File: src/rtl/seq_div_param_if.sv
// Operand/result bundle for seq_div_param.
//   start, data                                      : requester -> divider
//   quotient, remainder, div_by_zero, busy, done     : divider -> requester
interface seq_div_param_if #(
  parameter int unsigned WIDTH = 8
);
  logic             start;
  logic [WIDTH-1:0] data;
  logic [WIDTH-1:0] quotient;
  logic [WIDTH-1:0] remainder;
  logic             div_by_zero;
  logic             busy;
  logic             done;

  // Requester side: drives the request and operands, observes results.
  modport master (
    output start, data,
    input  quotient, remainder, div_by_zero, busy, done
  );

  // Divider side.
  modport slave (
    input  start, data,
    output quotient, remainder, div_by_zero, busy, done
  );
endinterface

File: src/rtl/seq_div_param.sv
// Parametrised restoring shift-subtract divider, one quotient bit per cycle.
// Operands arrive over a shared bus: dividend with start, divisor next cycle.
// Ports:
//   clk  : rising-edge clock
//   rst  : asynchronous active-high reset
//   bus  : seq_div_param_if.slave (start, data in; quotient, remainder,
//          div_by_zero, busy, done out, all registered)
module seq_div_param #(
  parameter int unsigned WIDTH  = 8,
  parameter int unsigned SIGNED = 0
) (
  input  logic           clk,
  input  logic           rst,
  seq_div_param_if.slave bus
);

  localparam int unsigned CNT_W     = $clog2(WIDTH);
  localparam bit          IS_SIGNED = (SIGNED != 0);
  localparam logic [WIDTH-1:0] ONE  = WIDTH'(1);
  localparam logic [CNT_W-1:0] LAST = CNT_W'(WIDTH - 1);

  typedef enum logic [2:0] {
    IDLE,
    LOAD_B,
    CHECK,
    RUN,
    FIXUP,
    DONE
  } state_e;

  state_e           state_q, state_d;
  logic [WIDTH-1:0] a_raw_q, a_raw_d;   // dividend exactly as loaded
  logic [WIDTH-1:0] a_q, a_d;           // dividend magnitude, shifts into quotient
  logic [WIDTH-1:0] b_q, b_d;           // divisor magnitude
  logic [WIDTH-1:0] rem_q, rem_d;       // partial remainder (always < divisor)
  logic             sa_q, sa_d;
  logic             sb_q, sb_d;
  logic [CNT_W-1:0] cnt_q, cnt_d;
  logic [WIDTH-1:0] quotient_q, quotient_d;
  logic [WIDTH-1:0] remainder_q, remainder_d;
  logic             dbz_q, dbz_d;
  logic             busy_q, busy_d;
  logic             done_q, done_d;

  logic [WIDTH:0]   shifted;
  logic [WIDTH:0]   diff;

  // Conditional two's-complement negate; -min wraps to min, which as an
  // unsigned magnitude is exactly 2^(WIDTH-1).
  function automatic logic [WIDTH-1:0] neg_if(input logic [WIDTH-1:0] v,
                                              input logic             neg);
    return neg ? (~v + ONE) : v;
  endfunction

  // State and datapath registers.
  always_ff @(posedge clk or posedge rst) begin
    if (rst) begin
      state_q     <= IDLE;
      a_raw_q     <= '0;
      a_q         <= '0;
      b_q         <= '0;
      rem_q       <= '0;
      sa_q        <= 1'b0;
      sb_q        <= 1'b0;
      cnt_q       <= '0;
      quotient_q  <= '0;
      remainder_q <= '0;
      dbz_q       <= 1'b0;
      busy_q      <= 1'b0;
      done_q      <= 1'b0;
    end else begin
      state_q     <= state_d;
      a_raw_q     <= a_raw_d;
      a_q         <= a_d;
      b_q         <= b_d;
      rem_q       <= rem_d;
      sa_q        <= sa_d;
      sb_q        <= sb_d;
      cnt_q       <= cnt_d;
      quotient_q  <= quotient_d;
      remainder_q <= remainder_d;
      dbz_q       <= dbz_d;
      busy_q      <= busy_d;
      done_q      <= done_d;
    end
  end

  // Next-state, datapath and registered-output logic.
  always_comb begin
    state_d     = state_q;
    a_raw_d     = a_raw_q;
    a_d         = a_q;
    b_d         = b_q;
    rem_d       = rem_q;
    sa_d        = sa_q;
    sb_d        = sb_q;
    cnt_d       = cnt_q;
    quotient_d  = quotient_q;
    remainder_d = remainder_q;
    dbz_d       = dbz_q;
    busy_d      = busy_q;
    done_d      = 1'b0;

    // Trial subtraction on the WIDTH+1-bit shifted partial remainder.
    shifted = {rem_q, a_q[WIDTH-1]};
    diff    = shifted - {1'b0, b_q};

    unique case (state_q)
      IDLE: begin
        if (bus.start) begin
          a_raw_d = bus.data;
          sa_d    = IS_SIGNED && bus.data[WIDTH-1];
          a_d     = neg_if(bus.data, IS_SIGNED && bus.data[WIDTH-1]);
          busy_d  = 1'b1;
          state_d = LOAD_B;
        end
      end

      LOAD_B: begin
        sb_d    = IS_SIGNED && bus.data[WIDTH-1];
        b_d     = neg_if(bus.data, IS_SIGNED && bus.data[WIDTH-1]);
        state_d = CHECK;
      end

      CHECK: begin
        if (b_q == '0) begin
          quotient_d  = '1;
          remainder_d = a_raw_q;
          dbz_d       = 1'b1;
          busy_d      = 1'b0;
          done_d      = 1'b1;
          state_d     = DONE;
        end else begin
          rem_d   = '0;
          cnt_d   = '0;
          state_d = RUN;
        end
      end

      RUN: begin
        // diff MSB clear means the trial result is non-negative.
        if (!diff[WIDTH]) begin
          rem_d = diff[WIDTH-1:0];
          a_d   = {a_q[WIDTH-2:0], 1'b1};
        end else begin
          rem_d = shifted[WIDTH-1:0];
          a_d   = {a_q[WIDTH-2:0], 1'b0};
        end
        cnt_d = cnt_q + CNT_W'(1);
        if (cnt_q == LAST) begin
          state_d = FIXUP;
        end
      end

      FIXUP: begin
        // Sign flags are always 0 in unsigned mode, making this a pass-through.
        quotient_d  = neg_if(a_q, sa_q ^ sb_q);
        remainder_d = neg_if(rem_q, sa_q);
        dbz_d       = 1'b0;
        busy_d      = 1'b0;
        done_d      = 1'b1;
        state_d     = DONE;
      end

      DONE: begin
        state_d = IDLE;
      end

      default: begin
        state_d = IDLE;
      end
    endcase
  end

  assign bus.quotient    = quotient_q;
  assign bus.remainder   = remainder_q;
  assign bus.div_by_zero = dbz_q;
  assign bus.busy        = busy_q;
  assign bus.done        = done_q;

endmodule

File: src/flat_wrapper.sv
// flat-port wrapper written by rule: the top's interface ports become plain ports
module seq_div_param_flat 
#(
  parameter int unsigned WIDTH  = 8,
  parameter int unsigned SIGNED = 0
)
  (clk, rst, bus_start, bus_data, bus_quotient, bus_remainder, bus_div_by_zero, bus_busy, bus_done);
  seq_div_param_if #(.WIDTH(WIDTH)) bus_i ();
  input  logic clk;
  input  logic rst;
  input wire logic [$bits(bus_i.start)-1:0] bus_start;
  input wire logic [$bits(bus_i.data)-1:0] bus_data;
  output wire logic [$bits(bus_i.quotient)-1:0] bus_quotient;
  output wire logic [$bits(bus_i.remainder)-1:0] bus_remainder;
  output wire logic [$bits(bus_i.div_by_zero)-1:0] bus_div_by_zero;
  output wire logic [$bits(bus_i.busy)-1:0] bus_busy;
  output wire logic [$bits(bus_i.done)-1:0] bus_done;
  assign bus_i.start = bus_start;
  assign bus_i.data = bus_data;
  assign bus_quotient = bus_i.quotient;
  assign bus_remainder = bus_i.remainder;
  assign bus_div_by_zero = bus_i.div_by_zero;
  assign bus_busy = bus_i.busy;
  assign bus_done = bus_i.done;
  seq_div_param #(.WIDTH(WIDTH), .SIGNED(SIGNED)) u_core (.clk(clk), .rst(rst), .bus(bus_i));
endmodule
File: config.mk
export PLATFORM = sky130hd
export DESIGN_NAME = seq_div_param_flat
export DESIGN_NICKNAME = d
export VERILOG_FILES = /design/src/rtl/seq_div_param_if.sv /design/src/rtl/seq_div_param.sv /design/src/flat_wrapper.sv
export SDC_FILE = /design/constraint.sdc
export NUM_CORES = 1
export LEC_CHECK = 0
export BUFFER_PORTS_ARGS = -buffer_cell sky130_fd_sc_hd__buf_2
export CORE_MARGIN = 2
export CORE_UTILIZATION = 58
export CTS_CLUSTER_SIZE = 20
export DETAILED_ROUTE_END_ITERATION = 7
export PLACE_DENSITY_LB_ADDON = 0.12
export SETUP_SLACK_MARGIN = 0.02
export SYNTH_ARGS = -nofsm -noshare
export SYNTH_HDL_FRONTEND = slang
export SYNTH_SLANG_ARGS = --single-unit
File: constraint.sdc
create_clock -name clk -period 2.9 [get_ports clk]
set_input_delay 0.87 -clock clk [delete_from_list [all_inputs] [get_ports clk]]
set_output_delay 0.87 -clock clk [all_outputs]
set_load 0.05 [all_outputs]
==> metrics <==
fraction of registers with async set or reset after synthesis 1.00; Lkg Pwr 1.59 nW; grt ovf 0; antenna violations before repair 0; switching power 1.98 mW; number of warning messages in the yosys log 0; CP Data Arrival Time 2.56 ns; crit end category flip-flop; number of detailed-route iterations in the first pass 4; Clock power frac 0.181; post-layout util 0.677; minimum period implied by the final worst setup slack 2.35 ns; Max FO, Critical Path 14; number of placed I/O pins 30; fmax 425 MHz; via count of the first global-routing pass 1,770; register share of total power 0.320; Comb power frac 0.499; sequential cell area in the final layout 0.00143 mm2; sink count of the clock tree 57; ANT cells 0; Post-Synthesis Cell Area 0.00277 mm2; Crit path top cell by count inv_1; clock latency on the worst-skew pair 0.33 ns; # hold bufs at CTS 0; setup-violating endpoint count in the final report 0; Setup crit start kind flip-flop; kind of critical path flip-flop to flip-flop; critical path's slowest cell dfrtp_1; core area 0.00466 mm2; layout filler cell count 365; Least-Margin Pin Slew 0.757 ns; Die Span Y 73.2 um; detail-routed net length per standard cell 16.1 um; Total Routing Usage GR 0.231; count of mapped cells out of synthesis 252; switching portion of total power 0.441; total clock buffers created by CTS 9; drc violations 0; count of buffers inserted at the top-level ports 29; number of register bits inferred by synthesis 57; slowest cell delay on critical path 0.41 ns; wire length after detailed routing 5540 um; Area Overhead vs Synth 13.8%; TNS Setup 0 ns; Hold Violations, Final 0; antenna-violating nets left 0; worst IR drop on VDD 0.000906 V; status finished, final reports clean; initial core utilization 0.595; Clock Tree Buf Depth 2; global-route wire length before repair 9050 um; Max-Cap Viols 0; Mean Syn Cell Area 11.0 um2; number of violations reported at the end of detailed-routing iteration 0 116; area of combinational cells with multiple inputs 0.00121 mm2; hpwl dp 4020 um; number of H-tree branching levels 3; post-route fraction of the period consumed by the critical path 0.811; number of setup buffers added after CTS 0; total number of vias 1,939; crit path buf inv count 2; die boundary width 73.2 um; maximum number of pins on one net before global-route repair 28; Max Clock Skew 0.00642 ns; sequence of cells on the critical path inv_1 -> ha_1 -> inv_1 -> fa_1 -> a21oi_2 -> o211ai_2 -> nand2_2 -> xor2_4 -> mux2i_1 -> o21ai_1; flip-flop cell with the highest count after synthesis dfrtp_1; CTS clock-pin slew for the worst setup and hold paths 0.06 ns; drt via density 5.65; Placer Congestion 0.794; area of the die 0.00535 mm2; internal power consumption 2.51 mW; clock tree root buffer cell clkbuf_8; Required @ worst endpoint 3.11 ns; largest delay contributor family on the critical path adder cells; post-synth net total 274; Post-CTS Resized 0; power per standard cell area 1420 mW/mm2; share of cells above drive strength 1 0.228; number of pins with negative max-slew slack in the final report 0; EDFF count, synth 0; worst max-slew margin expressed relative to the limit 0.492; worst hold-check path type flip-flop to flip-flop; number of nets in the layout 306; total number of placement rows 25; clock tree from TritonCTS done; sequential element share of the synthesized area 0.514; synth unique cells 42; setup repair after global routing missed its margin no
==> kinds of logic after synthesis <==
family	share of synthesized area
AOI/OAI and AO/OA	0.164
xor gates and xnor gates	0.0289
adders and majority gates	0.0523
buffers and inverters	0.0492
DFF	0.514
muxes	0.0762
and+or+nand+nor	0.115
==> cell usage after synthesis (7+ instances only) <==
cell / count / area share
dfrtp_1: 57 / 0.51
nand2_1: 32 / 0.043
o21ai_1: 15 / 0.027
a21oi_1: 13 / 0.023
inv_1: 13 / 0.018
nor2_1: 12 / 0.016
mux2i_1: 11 / 0.040
ha_1: 10 / 0.045
a22oi_1: 8 / 0.022
mux2_1: 8 / 0.032
o22a_1: 8 / 0.025
buf_2: 7 / 0.013
==> metal layers <==
metal	wire [um]	vias to the layer above	track usage
met5	0	-	0
met4	100	0	0.107
met3	212	12	0.0511
met2	2400	43	0.311
met1	2830	922	0.352
li1	-	962	-
==> per-stage QoR <==
stage               setup WS [ns]  instance area [um2]  hold slack [ns]  instances  power [mW]
finish                      0.547                 3160            0.489        343        4.48
global route                0.382                 3160            0.515        343        4.81
CTS                         0.532                 3160            0.489        343        4.49
detailed placement          0.552                 2940            0.478        327        3.68
global placement            0.621                 2940            0.468        327        3.62
floorplan                   0.630                 2770            0.454        252        3.26
==> worst paths after layout <==
path,start,cells past startpoint,slack (ns),to
min in group asynchronous,rst,2,0.56,u_core.bus.quotient[3]$_DFFE_PP0P_
worst min register to register,u_core.cnt_q[0]$_DFFE_PP0P_,1,0.49,u_core.cnt_q[0]$_DFFE_PP0P_
worst max register to register,u_core.a_q[7]$_DFFE_PP0P_,10,0.55,u_core.rem_q[2]$_DFFE_PP0P_
max in group asynchronous,rst,3,1.71,u_core.bus.remainder[7]$_DFFE_PP0P_
worst min-delay path,u_core.cnt_q[0]$_DFFE_PP0P_,1,0.49,u_core.cnt_q[0]$_DFFE_PP0P_
worst max-delay path,u_core.a_q[7]$_DFFE_PP0P_,10,0.55,u_core.rem_q[2]$_DFFE_PP0P_
==> cell usage in the layout, fill, tap and decap left out, types with 5 or more instances in the layout <==
master    netlist  routed
o22a_1          8       8
mux2_1          8       8
nor2_1         12      12
a22oi_1         8       8
ha_1           10      10
o21ai_1        15      15
clkbuf_8        0      10
inv_1          13      12
buf_2           7      29
dfrtp_1        57      57
mux2i_1        11      11
buf_4           4       5
nand2_1        32      32
a21oi_1        13      13
==> power by group through the flow <==
stage | Clock [mW] | Sequential [mW] | Combinational [mW]
2_1_floorplan | 0 | 1.73 | 1.52
3_3_place_gp | 0 | 1.43 | 2.19
3_5_place_dp | 0 | 1.44 | 2.23
4_1_cts | 0.821 | 1.43 | 2.24
5_1_grt | 0.855 | 1.48 | 2.48
6_report | 0.813 | 1.43 | 2.23
==> state kept, by name, indices dropped and copies added, names as in the netlist <==
signal / cells
u_core.a_q: 8
u_core.a_raw_q: 8
u_core.b_q: 8
u_core.bus.busy: 1
u_core.bus.div_by_zero: 1
u_core.bus.done: 1
u_core.bus.quotient: 8
u_core.bus.remainder: 8
u_core.cnt_q: 3
u_core.rem_q: 8
u_core.state_q: 3
==> layout make-up <==
type / instances / share of cell area
Clock buffer: 11 / 0.0448
Timing Repair Buffer: 34 / 0.0579
Sequential cell: 57 / 0.452
Clock inverter: 5 / 0.0250
Tap cell: 54 / 0.0214
Multi-Input combinational cell: 169 / 0.384
Inverter: 13 / 0.0155
==> worst reg2reg max path, delay by kind of cell, from the launching register on <==
family                     cells  cell delay [ns]
xor gates and xnor gates       1             0.38
muxes                          1             0.24
DFF                            1             0.41
AOI/OAI and AO/OA              3             0.40
adders and majority gates      2             0.54
and+or+nand+nor                1             0.11
buffers and inverters          2             0.13
Note: power is estimated with default switching activity, not from simulation.
